$ cat src/rtl/pipe_hold_ctrl_pkg.sv
// pipe_hold_ctrl_pkg
// Shared definitions for the pipeline stall/flush controller: FSM state
// encodings, hold/flush bit indices and the canned hold/flush masks used by
// the output decode.
`ifndef HOLD_ENA
`define HOLD_ENA 3:0
`endif

package pipe_hold_ctrl_pkg;

    // Controller states; the encoding is visible on state_o for trace.
    typedef enum logic [1:0] {
        ST_RUN         = 2'd0,
        ST_LOAD_BUBBLE = 2'd1,
        ST_DIV_WAIT    = 2'd2,
        ST_BUS_WAIT    = 2'd3
    } state_t;

    // Bit positions inside hold_o.
    localparam int HOLD_PC     = 0;
    localparam int HOLD_IF_ID  = 1;
    localparam int HOLD_ID_EX  = 2;
    localparam int HOLD_EX_MEM = 3;

    // Bit positions inside flush_o.
    localparam int FLUSH_IF_ID = 0;
    localparam int FLUSH_ID_EX = 1;

    // Hold masks: front end only (load-use), everything up to EX (divide),
    // and the whole pipe (bus wait).
    localparam logic [`HOLD_ENA] HOLD_NONE  = 4'b0000;
    localparam logic [`HOLD_ENA] HOLD_FRONT = (4'b0001 << HOLD_PC) | (4'b0001 << HOLD_IF_ID);
    localparam logic [`HOLD_ENA] HOLD_DIV   = HOLD_FRONT | (4'b0001 << HOLD_ID_EX);
    localparam logic [`HOLD_ENA] HOLD_ALL   = HOLD_DIV | (4'b0001 << HOLD_EX_MEM);

    // Flush masks: bubble into ID/EX only, or kill both younger stages.
    localparam logic [1:0] FLUSH_NONE   = 2'b00;
    localparam logic [1:0] FLUSH_BUBBLE = 2'b01 << FLUSH_ID_EX;
    localparam logic [1:0] FLUSH_BOTH   = (2'b01 << FLUSH_IF_ID) | (2'b01 << FLUSH_ID_EX);

endpackage

$ cat src/rtl/pipe_hold_ctrl_wdog.sv
// pipe_hold_ctrl_wdog
// Watchdog counter for the wait states: clears on request, otherwise counts
// up while enabled and saturates at all-ones. at_limit flags cnt == limit.
// Ports:
//   clk      - clock, rising edge
//   rst      - asynchronous active-high reset
//   clr      - load zero this edge (wait-state entry); wins over inc
//   inc      - count this edge
//   limit    - compare value (timeout - 1)
//   at_limit - combinational compare of the registered count with limit
module pipe_hold_ctrl_wdog #(
    parameter int CNT_W = 8
) (
    input  logic             clk,
    input  logic             rst,
    input  logic             clr,
    input  logic             inc,
    input  logic [CNT_W-1:0] limit,
    output logic             at_limit
);

    logic [CNT_W-1:0] cnt_r;

    // Loadable saturating up-counter.
    always_ff @(posedge clk or posedge rst) begin
        if (rst) begin
            cnt_r <= {CNT_W{1'b0}};
        end else if (clr) begin
            cnt_r <= {CNT_W{1'b0}};
        end else if (inc && (cnt_r != {CNT_W{1'b1}})) begin
            cnt_r <= cnt_r + CNT_W'(1);
        end else begin
            cnt_r <= cnt_r;
        end
    end

    assign at_limit = (cnt_r == limit);

endmodule

$ cat src/rtl/pipe_hold_ctrl.sv
// pipe_hold_ctrl
// Central stall/flush controller for the 5-stage pipeline. Arbitrates jump,
// divide, bus-wait and load-use requests into per-stage hold bits, flush
// strobes and a PC redirect. Wait states are guarded by a watchdog that
// forces a return to RUN and pulses timeout_o.
// Ports:
//   clk_100MHz   - clock, rising edge
//   arst         - asynchronous active-high reset
//   jump_req_i   - taken branch/jump resolved in EX
//   jump_addr_i  - jump target
//   load_use_i   - ID depends on the load currently in EX
//   div_start_i  - EX issues a multi-cycle divide
//   div_done_i   - divider result valid
//   bus_hold_i   - memory bus not ready
//   hold_o       - [0] pc, [1] if_id, [2] id_ex, [3] ex_mem (1 = keep)
//   flush_o      - [0] if_id, [1] id_ex (1 = load NOP)
//   jump_o       - PC must load jump_addr_o
//   jump_addr_o  - redirect target, zero when jump_o is low
//   timeout_o    - one-cycle watchdog expiry pulse (registered)
//   state_o      - current FSM state (registered)
module pipe_hold_ctrl
    import pipe_hold_ctrl_pkg::*;
#(
    parameter int DIV_TIMEOUT = 34,
    parameter int BUS_TIMEOUT = 255,
    parameter int CNT_W       = 8
) (
    input  logic              clk_100MHz,
    input  logic              arst,
    input  logic              jump_req_i,
    input  logic [31:0]       jump_addr_i,
    input  logic              load_use_i,
    input  logic              div_start_i,
    input  logic              div_done_i,
    input  logic              bus_hold_i,
    output logic [`HOLD_ENA]  hold_o,
    output logic [1:0]        flush_o,
    output logic              jump_o,
    output logic [31:0]       jump_addr_o,
    output logic              timeout_o,
    output logic [1:0]        state_o
);

    localparam logic [CNT_W-1:0] DIV_LIMIT = CNT_W'(DIV_TIMEOUT - 1);
    localparam logic [CNT_W-1:0] BUS_LIMIT = CNT_W'(BUS_TIMEOUT - 1);

    state_t            state_r;
    state_t            next_state_s;
    logic              timeout_r;
    logic              expire_s;
    logic              enter_wait_s;
    logic              in_wait_s;
    logic              at_limit_s;
    logic [CNT_W-1:0]  limit_s;
    logic [`HOLD_ENA]  hold_s;
    logic [1:0]        flush_s;
    logic              jump_s;
    logic [31:0]       jump_addr_s;

    assign in_wait_s = (state_r == ST_DIV_WAIT) || (state_r == ST_BUS_WAIT);
    assign limit_s   = (state_r == ST_BUS_WAIT) ? BUS_LIMIT : DIV_LIMIT;

    pipe_hold_ctrl_wdog #(
        .CNT_W (CNT_W)
    ) u_wdog (
        .clk      (clk_100MHz),
        .rst      (arst),
        .clr      (enter_wait_s),
        .inc      (in_wait_s),
        .limit    (limit_s),
        .at_limit (at_limit_s)
    );

    // Next-state and Mealy output decode.
    always_comb begin
        next_state_s = state_r;
        hold_s       = HOLD_NONE;
        flush_s      = FLUSH_NONE;
        jump_s       = 1'b0;
        jump_addr_s  = 32'h0000_0000;
        expire_s     = 1'b0;
        enter_wait_s = 1'b0;
        case (state_r)
            ST_RUN: begin
                if (jump_req_i) begin
                    jump_s      = 1'b1;
                    jump_addr_s = jump_addr_i;
                    flush_s     = FLUSH_BOTH;
                end else if (div_start_i && !div_done_i) begin
                    hold_s       = HOLD_DIV;
                    next_state_s = ST_DIV_WAIT;
                    enter_wait_s = 1'b1;
                end else if (bus_hold_i) begin
                    // A single-cycle divide (start with done) needs nothing,
                    // so a concurrent bus wait is still honoured.
                    hold_s       = HOLD_ALL;
                    next_state_s = ST_BUS_WAIT;
                    enter_wait_s = 1'b1;
                end else if (load_use_i) begin
                    hold_s       = HOLD_FRONT;
                    flush_s      = FLUSH_BUBBLE;
                    next_state_s = ST_LOAD_BUBBLE;
                end else begin
                    next_state_s = ST_RUN;
                end
            end
            ST_LOAD_BUBBLE: begin
                // load_use_i is ignored so the bubble is exactly one cycle.
                if (bus_hold_i) begin
                    hold_s       = HOLD_ALL;
                    next_state_s = ST_BUS_WAIT;
                    enter_wait_s = 1'b1;
                end else begin
                    next_state_s = ST_RUN;
                end
            end
            ST_DIV_WAIT: begin
                if (div_done_i) begin
                    next_state_s = ST_RUN;
                end else begin
                    // Hold stays asserted even on the expiry cycle.
                    hold_s = HOLD_DIV;
                    if (at_limit_s) begin
                        next_state_s = ST_RUN;
                        expire_s     = 1'b1;
                    end else begin
                        next_state_s = ST_DIV_WAIT;
                    end
                end
            end
            ST_BUS_WAIT: begin
                if (!bus_hold_i) begin
                    next_state_s = ST_RUN;
                end else begin
                    hold_s = HOLD_ALL;
                    if (at_limit_s) begin
                        next_state_s = ST_RUN;
                        expire_s     = 1'b1;
                    end else begin
                        next_state_s = ST_BUS_WAIT;
                    end
                end
            end
            default: begin
                next_state_s = ST_RUN;
            end
        endcase
    end

    // State register and registered watchdog pulse.
    always_ff @(posedge clk_100MHz or posedge arst) begin
        if (arst) begin
            state_r   <= ST_RUN;
            timeout_r <= 1'b0;
        end else begin
            state_r   <= next_state_s;
            timeout_r <= expire_s;
        end
    end

    assign hold_o      = hold_s;
    assign flush_o     = flush_s;
    assign jump_o      = jump_s;
    assign jump_addr_o = jump_addr_s;
    assign timeout_o   = timeout_r;
    assign state_o     = state_r;

endmodule
$ cat config.mk
export PLATFORM = sky130hd
export DESIGN_NAME = pipe_hold_ctrl
export DESIGN_NICKNAME = d
export VERILOG_FILES = /design/src/rtl/pipe_hold_ctrl_pkg.sv /design/src/rtl/pipe_hold_ctrl_wdog.sv /design/src/rtl/pipe_hold_ctrl.sv
export SDC_FILE = /design/constraint.sdc
export NUM_CORES = 1
export LEC_CHECK = 0
export ABC_AREA = 0
export CELL_PAD_IN_SITES_DETAIL_PLACEMENT = 1
export CELL_PAD_IN_SITES_GLOBAL_PLACEMENT = 2
export CORE_ASPECT_RATIO = 1.5
export CORE_UTILIZATION = 17
export DETAILED_ROUTE_END_ITERATION = 10
export HOLD_SLACK_MARGIN = 0.05
export PLACE_DENSITY_LB_ADDON = 0.1
export SLEW_MARGIN = 15
export SYNTH_ARGS = -nofsm -noshare
export SYNTH_HDL_FRONTEND = slang
export SYNTH_SLANG_ARGS = --single-unit
export TNS_END_PERCENT = 100
$ cat constraint.sdc
create_clock -name clk_100MHz -period 3 [get_ports clk_100MHz]
set_input_delay 0.9 -clock clk_100MHz [delete_from_list [all_inputs] [get_ports clk_100MHz]]
set_output_delay 0.9 -clock clk_100MHz [all_outputs]
set_load 0.01 [all_outputs]
==> flow_summary_export.csv, run 1 <==
group,metric,value,unit
grt,global_route.usage.total,14.06,%
setup_path,cp.arrival,2.02,ns
placed_design,post_dp_cell_area,0.001913,mm2
synth,synth.net_count,169,
clocking,cts.sinks,11,
die,floorplan.die_area,0.006167,mm2
placed_design,place.port_buffers,80,
die,row_count,33,
synth,seq_area_frac_synth,27.67,%
setup_path,cp_data_required_time,2.10,ns
detailed_routing,drt-total-wl,4.289,mm
detailed_routing,first_pass_drt_iterations,4,
power_and_ir_drop,sw_frac_of_total,36.97,%
die,chipWidth,64.46,um
final_layout,final_cell_area,0.002031,mm2
timing,relSlewSlack,70.12,%
power_and_ir_drop,report.power.total,0.8157,mW
placed_design,place_ws,-0.4730,ns
timing,grt_setup_unrepaired,"no",
hold_path,min_path_type,"flip-flop to flip-flop",
synth,postSynthRegisterBits,11,
synth,ys_dominant_reg_cell,"sky130_fd_sc_hd__dfrtp_1",
timing,finalHoldViolCount,0,
detailed_routing,detailedRoute.firstIterationViolations,33,
final_layout,footprint_of_the_multi_input_gates,681.9,um2
final_layout,register_area,275.3,um2
clocking,worstSkewPairLatency,0.24,ns
synth,yosys.cell_count.top_type,"sky130_fd_sc_hd__and2_1",
setup_path,cp_top_family,"buffers and inverters",
final_layout,fillers,659,
placed_design,routabilityCongestion,0.7428,
synth,synthesis.area,994.7,um2
setup_path,critPathKind,"primary input to output pin",
final_layout,num_antenna_cells,0,
grt,grt_overflow,0,
power_and_ir_drop,share_of_power_burned_in_combinational_logic,53.5,%
grt,grt_first_pass_wirelength,6.624,mm
clocking,clk_transition_reported_paths,0.05,ns
grt,grt_start_max_net_pins,18,
die,die_h,95.69,um
status,status,"complete, no violations",
setup_path,standard_cell_with_the_maximum_stage_delay_on_the_critical_path,"sky130_fd_sc_hd__clkdlybuf4s50_1",
synth,synth_area_per_cell,7.711,um2
die,core,0.005533,mm2
clocking,cts_tree,"yes",
clocking,cts_buffers,3,
timing,worst_pin_slew,0.4477,ns
detailed_routing,number_of_drc_violations_after_detailed_routing,0,
timing,period_share,97.23,%
grt,grt_antenna_before_repair,0,
detailed_routing,drt-wirelength-per-cell,15.00,um
detailed_routing,route.vias.total,1272,
setup_path,critical_path.max_stage_delay,0.44,ns
timing,setup-tns-final,0,ns
die,floorplan.io_pins,81,
clocking,htree_num_levels,1,
timing,report.final.slew_viol_count,0,
timing,setup_ws,0.08299,ns
die,starting_density_of_the_core,17.98,%
power_and_ir_drop,p_int,0.5141,mW
synth,netlist_top_cells_count,"33 x sky130_fd_sc_hd__and2_1, 11 x sky130_fd_sc_hd__dfrtp_1, 10 x sky130_fd_sc_hd__nor2_1",
power_and_ir_drop,pwr_density_cell,401.7,mW/mm2
synth,ys_top_cells_by_area,"sky130_fd_sc_hd__dfrtp_1 28%, sky130_fd_sc_hd__and2_1 21%, sky130_fd_sc_hd__a21oi_1 4.0%, sky130_fd_sc_hd__nor2_1 3.8%, sky130_fd_sc_hd__mux2i_1 3.0%",
setup_path,end_kind,"output pin",
timing,peak_clock_frequency_supported_by_timing,342.8,MHz
setup_path,crit_path_start_kind,"primary input",
power_and_ir_drop,static-leakage-power,0.8495,nW
final_layout,drive_gt1_share,27.78,%
timing,fin_worst_hold_slack,0.6237,ns
synth,postSynth.asyncResetShare,100.0,%
power_and_ir_drop,clkPwrFrac,18.4,%
timing,setup_viol,0,
flow_run,timing.max_cap.violations,0,
power_and_ir_drop,share_seq_of_total_power,28.1,%
detailed_routing,drt-vias-per-instance,4.448,
synth,synthDominantCellAreaShare,27.67,%
final_layout,flow.area_growth_from_synthesis,104.2,%
setup_path,path_buf_inv,2,
timing,layout_min_cycle_time,2.917,ns
detailed_routing,detail-route-antenna-nets,0,
clocking,cts_root_buffer,"sky130_fd_sc_hd__clkbuf_8",
power_and_ir_drop,switchingPower,0.3016,mW
synth,synth-warning-count,0,
timing,finClkSkew,0.002615,ns
final_layout,finalNetCount,257,
synth,synth_cell_types,34,
grt,grt_pass1_vias,1227,
setup_path,critical_path_peak_fanout,3,
setup_path,crit_path_cell_trace,"clkdlybuf4s50_1 > o21bai_1 > a21boi_1 > a21oi_1 > buf_2",
placed_design,dp.final_hpwl,3.472,mm
clocking,cts_buffer_depth,2,
synth,synth_top_cell_by_area,"sky130_fd_sc_hd__dfrtp_1",
power_and_ir_drop,power.ir.vdd_worst,284.1,uV
synth,number_of_synthesized_flops_with_an_enable_pin,0,
synth,netlist_instances,129,
==> power by group through the flow <==
stage               sequential, mW  combinational [mW]  clock (mW)
floorplan                    0.201               0.221           0
global placement             0.225               0.433           0
detailed placement           0.226               0.444           0
CTS                          0.226               0.443       0.154
global route                 0.234               0.481       0.160
finish                       0.229               0.437       0.150
==> timing repair <==
| action | in CTS | in global routing |
|---|---|---|
| gates cloned | 1 | 0 |
| hold buffers | 0 | 0 |
| setup endpoints to repair | 39 | 4 |
| gates resized for setup | 123 | 7 |
| pin swaps | 1 | 0 |
| buffers inserted | 2 | 0 |
==> cell type report <==
cell class | count | share of cell area [%]
clock buffer | 4 | 2.218
sequential | 11 | 13.56
multi-input combinational | 106 | 33.58
tap | 70 | 4.313
inverter | 3 | 0.5545
timing repair buffer | 92 | 45.78
==> final timing paths <==
path                                      start               to  slack, ns  cells past startpoint
worst min register to register  u_wdog.cnt_r[5]  u_wdog.cnt_r[5]       0.62                      2
worst max register to register       state_o[1]        timeout_o       1.40                      4
min in group asynchronous                  arst  u_wdog.cnt_r[5]       0.97                      2
worst min-delay path            u_wdog.cnt_r[5]  u_wdog.cnt_r[5]       0.62                      2
worst max-delay path                 div_done_i        hold_o[1]       0.08                      5
max in group asynchronous                  arst       state_o[0]       1.72                      2
==> tightest hold or removal path: cells and delay by family, from the launching register on <==
family | cells | cell delay (ns)
compound gates | 1 | 0.05
flops | 1 | 0.41
simple gates | 1 | 0.12
==> through the flow <==
step | instances | util, %
detailed placement | 279 | 34.58
finish | 286 | 36.70
global placement | 279 | 34.58
floorplan | 129 | -
global route | 286 | 36.70
CTS | 286 | 36.57
==> kinds of logic (layout without fill, tap and decap cells) <==
group	after synthesis	after routing	share of synthesized area, %
buffers and inverters	12	99	6.164
AND/OR/NAND/NOR	80	80	46.67
multiplexers	3	3	3.019
adder cells (fa/ha/maj)	1	1	1.258
XOR/XNOR	1	1	0.8807
flip-flops	11	11	27.67
AO/OA/AOI/OAI	21	21	14.34
==> layer usage <==
| metal | track usage [%] | wire (um) | vias up |
|---|---|---|---|
| met5 | 0 | 0 | - |
| met1 | 15.97 | 1669 | 611 |
| li1 | - | - | 617 |
| met3 | 1.914 | 201 | 4 |
| met4 | 4.444 | 41 | 0 |
| met2 | 26.58 | 2376 | 40 |
==> state kept, by name (all words and copies together), names as in the netlist <==
| signal | count |
|---|---|
| timeout_o | 1 |
| state_o | 2 |
| u_wdog.cnt_r | 8 |
==> layout by cell type, fill, tap and decap left out, drive strengths merged, types with 4 or more instances in the layout <==
cell           Yosys  final
clkdlybuf4s50      0     38
nor3               6      6
dfrtp             11     11
and2              33     33
buf                7     17
nand3              6      6
nor2              10     10
a21oi              8      8
dlygate4sd2        0      6
nand2              7      7
clkbuf             2      5
clkdlybuf4s15      0     30
and3               4      4
(Power assumes the default switching activity.)
==> inputs of run 2 (changes only) <==
PLACE_DENSITY = 0.89   (was not set)
PLACE_DENSITY_LB_ADDON = not set   (was 0.1)
==> run 2 against run 1 <==
  * Sequential share of layout area grew 0.24 points
  * Critical path type unchanged
  * Critical path depth grew 2
  * Final area shrank 1.7%
  * Die area is the same
==> flow_summary_export.csv, run 2 (synthesis gave the netlist of run 1 again) <==
group,metric,value,unit
final_layout,final_util,36.07,%
grt,grt_first_pass_wirelength,6.161,mm
clocking,cts_tree,"yes",
setup_path,end_kind,"output pin",
final_layout,flow.area_growth_from_synthesis,100.6,%
die,chipWidth,64.46,um
die,floorplan.io_pins,81,
die,starting_density_of_the_core,17.98,%
detailed_routing,number_of_drc_violations_after_detailed_routing,0,
status,status,"complete, no violations",
clocking,cts.sinks,11,
setup_path,cp_data_required_time,2.10,ns
detailed_routing,detail-route-antenna-nets,0,
final_layout,regMostFlops,"u_wdog.cnt_r",
die,floorplan.die_area,0.006167,mm2
power_and_ir_drop,static-leakage-power,0.9313,nW
final_layout,flip_flop_count_of_the_largest_register_all_copies_and_words_added,8,
detailed_routing,drt-total-wl,3.902,mm
flow_run,timing.max_cap.violations,0,
die,row_count,33,
timing,relSlewSlack,68.92,%
grt,grt_start_max_net_pins,18,
die,die_h,95.69,um
grt,grt_pass1_vias,1279,
grt,global_route.usage.total,12.97,%
final_layout,drive_gt1_share,12.84,%
clocking,cts_buffers,3,
timing,period_share,97.98,%
timing,fin_worst_hold_slack,0.6318,ns
timing,setup-tns-final,0,ns
setup_path,cp.arrival,2.04,ns
placed_design,place.port_buffers,80,
placed_design,post_dp_cell_area,0.001921,mm2
timing,finClkSkew,0.001550,ns
power_and_ir_drop,pwr_density_cell,402.3,mW/mm2
timing,setup_viol,0,
placed_design,routabilityCongestion,0.7161,
setup_path,critical_path_peak_fanout,3,
final_layout,layout.cells.most_common,"sky130_fd_sc_hd__clkdlybuf4s50_1",
placed_design,dp.final_hpwl,3.069,mm
final_layout,num_antenna_cells,0,
hold_path,min_path_type,"flip-flop to flip-flop",
clocking,worstSkewPairLatency,0.24,ns
timing,worst_pin_slew,0.4657,ns
final_layout,layout.cells.most_common_list,"36 x sky130_fd_sc_hd__clkdlybuf4s50_1, 33 x sky130_fd_sc_hd__and2_1, 28 x sky130_fd_sc_hd__dlygate4sd2_1",
power_and_ir_drop,power.ir.vdd_worst,269.5,uV
placed_design,placed_insts,280,
detailed_routing,drt-wirelength-per-cell,13.55,um
timing,finalHoldViolCount,0,
detailed_routing,first_pass_drt_iterations,4,
clocking,htree_num_levels,1,
final_layout,final_cell_area,0.001996,mm2
final_layout,finalNetCount,259,
clocking,cts_root_buffer,"sky130_fd_sc_hd__clkbuf_8",
timing,layout_min_cycle_time,2.939,ns
grt,grt_antenna_before_repair,0,
final_layout,post_layout_nonfiller_instances,288,
timing,peak_clock_frequency_supported_by_timing,340.2,MHz
timing,report.final.slew_viol_count,0,
die,core,0.005533,mm2
clocking,cts_buffer_depth,2,
detailed_routing,detailedRoute.firstIterationViolations,33,
detailed_routing,route.vias.total,1310,
setup_path,crit_path_start_kind,"primary input",
timing,grt_setup_unrepaired,"yes",
detailed_routing,drt-vias-per-instance,4.549,
setup_path,critPathKind,"primary input to output pin",
clocking,clk_transition_reported_paths,0.05,ns
grt,grt_overflow,0,
[run 2: changes by cell type in the layout (fill, tap and decap cells not counted), sizes merged]
cell and delta:
clkdlybuf4s15 -15, buf -2, clkbuf -1, clkdlybuf4s50 -2
dlygate4sd2 +22
[run 2: per-stage QoR]
stage / setup WS, ns / power [mW]
final: 0.06053 / 0.8029
after global placement: -0.4935 / 0.6520
after floorplan: 0.4821 / 0.4222
after global routing: -0.001916 / 0.8637
after CTS: 0.009522 / 0.8148
after detailed placement: -0.5316 / 0.6616
[run 2: metal layers]
metal  vias to the layer above  part of all wire (%)  GRT usage (%)
li1                        624                     -              -
met4                         0                   1.8          6.111
met5                         -                     0              0
met2                        78                    50          24.74
met3                         5                    11          3.110
met1                       603                    37          12.96
[run 2: critical path, stage by stage]
cell	delay (ns)
sky130_fd_sc_hd__dlygate4sd2_1	0.25
sky130_fd_sc_hd__nor2b_1	0.13
sky130_fd_sc_hd__o21bai_1	0.20
sky130_fd_sc_hd__a21boi_2	0.22
sky130_fd_sc_hd__a21oi_2	0.06
sky130_fd_sc_hd__buf_4	0.15
sky130_fd_sc_hd__buf_2	0.13
[run 2: report_power, final]
part | switching, mW | internal [mW]
registers | 0.0510 | 0.171
logic | 0.185 | 0.242
clock network | 0.0596 | 0.0936
total | 0.296 | 0.507
[run 2: final cells by class]
cell class / instances / area (um2)
Fill cell: 687 / 3537
Timing Repair Buffer: 94 / 904.6
Multi-Input combinational cell: 106 / 671.9
Sequential cell: 11 / 275.3
Tap cell: 70 / 87.58
Clock buffer: 4 / 45.04
Inverter: 3 / 11.26
[run 2: path summary, 6_finish.rpt]
path                                 start         endpoint  slack (ns)  depth (start not counted)
max                            div_start_i        hold_o[0]        0.06                          7
min                        u_wdog.cnt_r[4]  u_wdog.cnt_r[4]        0.63                          2
max reg2reg                     state_o[1]        timeout_o        1.39                          4
min reg2reg                u_wdog.cnt_r[4]  u_wdog.cnt_r[4]        0.63                          2
max in group asynchronous             arst       state_o[0]        1.71                          2
min in group asynchronous             arst        timeout_o        0.98                          2
[run 2: timing repair]
action	CTS	global route
cloned	1	0
resized for setup	70	2
hold buffers	0	0
hold endpoints to repair	0	0
setup buffers	2	1
setup endpoints to repair	39	18
pin swaps	1	2
